`src/rtl/uart_mmio.sv`:
```
// Memory-mapped 8N1 UART: data register (tx/rx byte) and status register.
// Independent TX and RX state machines with a 2-flop rx synchronizer.
module uart_mmio #(
    parameter int CLKS_PER_BIT = 434
) (
    input  logic        clk,
    input  logic        rst_n,
    input  logic        CE_UART,
    input  logic        CE_SR,
    input  logic        UART_WR,
    input  logic        UART_RD,
    input  logic [31:0] WriteData,
    output logic [31:0] ReadData,
    output logic        tx,
    input  logic        rx
);
    localparam int CW = $clog2(CLKS_PER_BIT);
    localparam logic [CW-1:0] LAST = CW'(CLKS_PER_BIT - 1);
    localparam logic [CW-1:0] HALF = CW'(CLKS_PER_BIT / 2 - 1);

    typedef enum logic [1:0] {
        S_IDLE,
        S_START,
        S_DATA,
        S_STOP
    } state_t;

    logic w_wr_data, w_rd_data, w_rd_sr, w_tx_busy;
    logic w_unused;

    assign w_wr_data = CE_UART & UART_WR;
    assign w_rd_data = CE_UART & UART_RD;
    assign w_rd_sr   = CE_SR & UART_RD;
    assign w_unused  = ^WriteData[31:8];

    state_t        r_tx_st, w_tx_st_n;
    logic [CW-1:0] r_tx_cnt, w_tx_cnt_n;
    logic [2:0]    r_tx_bit, w_tx_bit_n;
    logic [7:0]    r_tx_sh, w_tx_sh_n;
    logic          r_tx, w_tx_n;

    assign w_tx_busy = (r_tx_st != S_IDLE);
    assign tx        = r_tx;

    always_comb begin
        w_tx_st_n  = r_tx_st;
        w_tx_cnt_n = r_tx_cnt + 1'b1;
        w_tx_bit_n = r_tx_bit;
        w_tx_sh_n  = r_tx_sh;
        w_tx_n     = r_tx;
        unique case (r_tx_st)
            S_IDLE: begin
                w_tx_cnt_n = '0;
                w_tx_n     = 1'b1;
                if (w_wr_data) begin
                    w_tx_st_n = S_START;
                    w_tx_sh_n = WriteData[7:0];
                    w_tx_n    = 1'b0;
                end
            end
            S_START: begin
                if (r_tx_cnt == LAST) begin
                    w_tx_cnt_n = '0;
                    w_tx_st_n  = S_DATA;
                    w_tx_bit_n = '0;
                    w_tx_n     = r_tx_sh[0];
                end
            end
            S_DATA: begin
                if (r_tx_cnt == LAST) begin
                    w_tx_cnt_n = '0;
                    if (r_tx_bit == 3'd7) begin
                        w_tx_st_n = S_STOP;
                        w_tx_n    = 1'b1;
                    end else begin
                        w_tx_bit_n = r_tx_bit + 3'd1;
                        w_tx_sh_n  = {1'b0, r_tx_sh[7:1]};
                        w_tx_n     = r_tx_sh[1];
                    end
                end
            end
            S_STOP: begin
                if (r_tx_cnt == LAST) begin
                    w_tx_cnt_n = '0;
                    w_tx_st_n  = S_IDLE;
                end
            end
        endcase
    end

    always_ff @(posedge clk or negedge rst_n) begin
        if (!rst_n) begin
            r_tx_st  <= S_IDLE;
            r_tx_cnt <= '0;
            r_tx_bit <= '0;
            r_tx_sh  <= '0;
            r_tx     <= 1'b1;
        end else begin
            r_tx_st  <= w_tx_st_n;
            r_tx_cnt <= w_tx_cnt_n;
            r_tx_bit <= w_tx_bit_n;
            r_tx_sh  <= w_tx_sh_n;
            r_tx     <= w_tx_n;
        end
    end

    logic          r_rx_s1, r_rx_s2, r_rx_prev;
    state_t        r_rx_st, w_rx_st_n;
    logic [CW-1:0] r_rx_cnt, w_rx_cnt_n;
    logic [2:0]    r_rx_bit, w_rx_bit_n;
    logic [7:0]    r_rx_sh, w_rx_sh_n;
    logic [7:0]    r_rx_data, w_rx_data_n;
    logic          r_rx_valid, w_rx_valid_n;
    logic          r_oe, w_oe_n, r_fe, w_fe_n;

    always_comb begin
        w_rx_st_n    = r_rx_st;
        w_rx_cnt_n   = r_rx_cnt + 1'b1;
        w_rx_bit_n   = r_rx_bit;
        w_rx_sh_n    = r_rx_sh;
        w_rx_data_n  = r_rx_data;
        w_rx_valid_n = r_rx_valid & ~w_rd_data;
        w_oe_n       = r_oe & ~w_rd_sr;
        w_fe_n       = r_fe & ~w_rd_sr;
        unique case (r_rx_st)
            S_IDLE: begin
                w_rx_cnt_n = '0;
                if (r_rx_prev & ~r_rx_s2) begin
                    w_rx_st_n = S_START;
                end
            end
            S_START: begin
                if (r_rx_cnt == HALF) begin
                    w_rx_cnt_n = '0;
                    w_rx_bit_n = '0;
                    w_rx_st_n  = r_rx_s2 ? S_IDLE : S_DATA;
                end
            end
            S_DATA: begin
                if (r_rx_cnt == LAST) begin
                    w_rx_cnt_n = '0;
                    w_rx_sh_n  = {r_rx_s2, r_rx_sh[7:1]};
                    w_rx_bit_n = r_rx_bit + 3'd1;
                    if (r_rx_bit == 3'd7) begin
                        w_rx_st_n = S_STOP;
                    end
                end
            end
            S_STOP: begin
                if (r_rx_cnt == LAST) begin
                    w_rx_cnt_n = '0;
                    w_rx_st_n  = S_IDLE;
                    // A same-cycle data read frees the slot: load wins.
                    if (!r_rx_s2) begin
                        w_fe_n = 1'b1;
                    end else if (!r_rx_valid || w_rd_data) begin
                        w_rx_data_n  = r_rx_sh;
                        w_rx_valid_n = 1'b1;
                    end else begin
                        w_oe_n = 1'b1;
                    end
                end
            end
        endcase
    end

    always_ff @(posedge clk or negedge rst_n) begin
        if (!rst_n) begin
            r_rx_s1    <= 1'b1;
            r_rx_s2    <= 1'b1;
            r_rx_prev  <= 1'b1;
            r_rx_st    <= S_IDLE;
            r_rx_cnt   <= '0;
            r_rx_bit   <= '0;
            r_rx_sh    <= '0;
            r_rx_data  <= '0;
            r_rx_valid <= 1'b0;
            r_oe       <= 1'b0;
            r_fe       <= 1'b0;
        end else begin
            r_rx_s1    <= rx;
            r_rx_s2    <= r_rx_s1;
            r_rx_prev  <= r_rx_s2;
            r_rx_st    <= w_rx_st_n;
            r_rx_cnt   <= w_rx_cnt_n;
            r_rx_bit   <= w_rx_bit_n;
            r_rx_sh    <= w_rx_sh_n;
            r_rx_data  <= w_rx_data_n;
            r_rx_valid <= w_rx_valid_n;
            r_oe       <= w_oe_n;
            r_fe       <= w_fe_n;
        end
    end

    always_comb begin
        ReadData = '0;
        if (w_rd_data) begin
            ReadData = {24'b0, r_rx_data};
        end else if (w_rd_sr) begin
            ReadData = {28'b0, r_fe, r_oe, r_rx_valid, w_tx_busy};
        end
    end
endmodule

```
`config.mk`:
```
export PLATFORM = sky130hd
export DESIGN_NAME = uart_mmio
export DESIGN_NICKNAME = d
export VERILOG_FILES = /design/src/rtl/uart_mmio.sv
export SDC_FILE = /design/constraint.sdc
export NUM_CORES = 1
export LEC_CHECK = 0
export BUFFER_PORTS_ARGS = -buffer_cell sky130_fd_sc_hd__buf_4
export CORE_MARGIN = 2
export CORE_UTILIZATION = 45
export CTS_BUF_LIST = sky130_fd_sc_hd__clkbuf_8 sky130_fd_sc_hd__clkbuf_16
export CTS_CLUSTER_DIAMETER = 80
export DETAILED_ROUTE_END_ITERATION = 6
export GPL_ROUTABILITY_DRIVEN = 0
export PLACE_DENSITY = 0.69
export SYNTH_ARGS = -nofsm -noshare
export SYNTH_HDL_FRONTEND = slang
export SYNTH_SLANG_ARGS = --single-unit
```
`constraint.sdc`:
```
create_clock -name clk -period 3.4 [get_ports clk]
set_input_delay 0.68 -clock clk [delete_from_list [all_inputs] [get_ports clk]]
set_output_delay 0.68 -clock clk [all_outputs]
set_load 0.02 [all_outputs]
```
==> impl_metrics.toml <==
[detailed_routing]
wl_per_cell_um = 13.1
vias = 2050
drt_wl_total_um = 5360
ant_nets = 0
routed_via_density = 5.02
drc = 0
drtIter0Drc = 133
drt-pass1-iter-count = 4

[floorplanning]
ios = 72
core_area_sq_mm = 0.00672
start_util = 0.461
rows = 30
die_h_um = 87.0
die_w_um = 87.0
die_area_sq_mm = 0.00756

[global_route]
grt_pass1_vias = 2090
track_usage = 0.156
antenna_found_initial = 0
grt_pass1_wl_um = 9130
grt_max_degree = 60
grt-ovfl-total = 0

[setup_path]
end_kind = "output port"
cp-start-kind = "flop"
cp.required_ns = 2.72
worst_r2r_startpoint = "r_tx_bit[0]"
reg2regPathDepth = 6
crit_type = "flop to output port"
worst-path-max-fanout = 5
max_stage_delay_ns = 0.38
worstReg2RegEnd = "r_tx_sh[3]"
worstPathArrival_ns = 1.62
cp_slowest_cell = "dfrtp_1"
crit_chain = "inv_1, ha_1, nor2_1, a22oi_1, nor2b_1, buf_4"
r2r_slack_ns = 1.20

[synth]
synth_sequential_area_ratio = 0.478
yosysMostFrequentCell = "dfrtp_1"
netlist-cell-type-count = 45
synth_area_sq_mm = 0.00310
ys_top_cells_by_count = "dfrtp_1, nand2_1, buf_4"
synthArstFlopShare = 1.00
synth_edf_count = 0
ys_warn_count = 0
synth_ff_type = "dfrtp_1"
synth_top_area_frac = 0.444
synth_seq_cells = 59
syn_area_per_cell_sq_um = 10.4
synth_top_area_cell = "dfrtp_1"
synthTopCellsByArea = "dfrtp_1, buf_4, ha_1"
syn_inst = 299

[finish]
drive_gt1_frac = 0.183
ff_latch_area_sq_mm = 0.00148
multi_input_area_sq_mm = 0.00144
area_growth_pct = 11.6
antennaDiodeCount = 0
fillers = 638
nets = 376

[cts]
ctsResizeCount = 0
cts_buffers = 9
clk_latency_ns = 0.34
htree_levels = 3
clock_sinks = 59
cts_setup_buffers = 0
cts_max_path_buffers = 2
cts_root_buffer = "clkbuf_8"
clkTransAtPathRegs_ns = 0.07
cts_tree = "yes"
holdBufCountCts = 0

[placement]
place_hpwl_um = 3720
port_buffers = 23

[timing]
slew_headroom = 0.511
worst_slew_pin_slew_ns = 0.734
drv_slew = 0
finalHoldViolations = 0
fin_crit_ns = 2.30
grt_setup_unrepaired = "no"
setup_viol = 0
finClkSkew_ns = 0.00517
setup_tns_ns = 0
post-route-period-util = 0.675
max_freq_mhz = 436

[min_path]
whs_endpoint = "r_rx_s2"
min_from = "r_rx_s1"
hold-path-cell-count = 0
hp-class = "flop to flop"

[pwr]
peakVddDrop_mv = 0.280
p_per_area_mw_per_mm2 = 473
power_leakage_nw = 1.70
power_mw = 1.64

[flow_run]
drv_cap = 0

[run_status]
outcome = "complete, no violations"
## metal layers
layer  global-route usage  part of all wire  vias to the layer above
met5                    0                 0                        -
met4               0.0568             0.015                        0
met3               0.0626             0.042                       10
met2                0.262              0.50                       33
met1                0.180              0.45                      988
li1                     -                 -                     1019
## worst max path at each step
stage	startpoint	endpoint	slack, ns	depth (start not counted)
floorplan	CE_UART	ReadData[1]	1.29	4
CTS	r_tx_st[0]	ReadData[0]	1.07	6
finish	r_tx_st[0]	ReadData[0]	1.10	6
global placement	CE_UART	ReadData[3]	1.21	5
global route	r_tx_st[0]	ReadData[0]	0.94	6
detailed placement	r_tx_bit[0]	r_tx_sh[3]	1.22	6
## through the flow
step	std cells	instance area (sq um)	hold slack [ns]	utilization	setup slack (ns)
2_1_floorplan	322	3180	0.345	-	1.29
3_3_place_gp	392	3230	0.347	0.481	1.21
3_5_place_dp	392	3230	0.347	0.481	1.22
4_1_cts	408	3460	0.358	0.515	1.07
5_1_grt	408	3460	0.365	0.515	0.944
6_report	408	3460	0.355	0.515	1.10
## where the power goes
part | switching (mW) | internal, mW
registers | 0.0288 | 0.725
logic | 0.0958 | 0.0620
clock network | 0.276 | 0.449
total | 0.401 | 1.24
## sequential cells by signal (all words and copies together), names as in the netlist, 2 cells and up, named ones only
| name | flops |
|---|---|
| r_rx_bit | 3 |
| r_rx_cnt | 9 |
| r_rx_data | 8 |
| r_rx_sh | 8 |
| r_tx_bit | 3 |
| r_tx_cnt | 9 |
| r_tx_sh | 8 |
| r_tx_st | 2 |
## logic make-up after synthesis
| family | Yosys count | synth area share |
|---|---|---|
| compound gates | 40 | 0.0881 |
| flops | 59 | 0.478 |
| xor+xnor | 14 | 0.0396 |
| simple gates | 111 | 0.185 |
| other cells | 1 | 0.00121 |
| fa+ha+maj | 14 | 0.0566 |
| buf+inv | 41 | 0.0840 |
| mux | 19 | 0.0671 |
## critical path: cells and delay by family, from the launching register on
kind	cells	cell delay, ns
compound gates	1	0.07
fa+ha+maj	1	0.27
buf+inv	2	0.27
flops	1	0.38
simple gates	2	0.29
## placed cells by master (no fill, tap or decap), types with 9 or more instances in the layout
master | netlist | layout
clkbuf_8 | 0 | 11
ha_1 | 14 | 14
nor2b_1 | 9 | 9
conb_1 | 1 | 24
nand2_1 | 42 | 42
dfrtp_1 | 55 | 55
nor2_1 | 22 | 22
mux2_2 | 10 | 10
buf_4 | 25 | 24
a21oi_1 | 17 | 17
## area by class of cell
class,instances,area share
sequential,59,0.429
clock inverter,5,0.0221
inverter,7,0.00760
tap,80,0.0290
clock buffer,11,0.0438
multi-input combinational,222,0.417
timing repair buffer,24,0.0521
(Power assumes the default switching activity.)
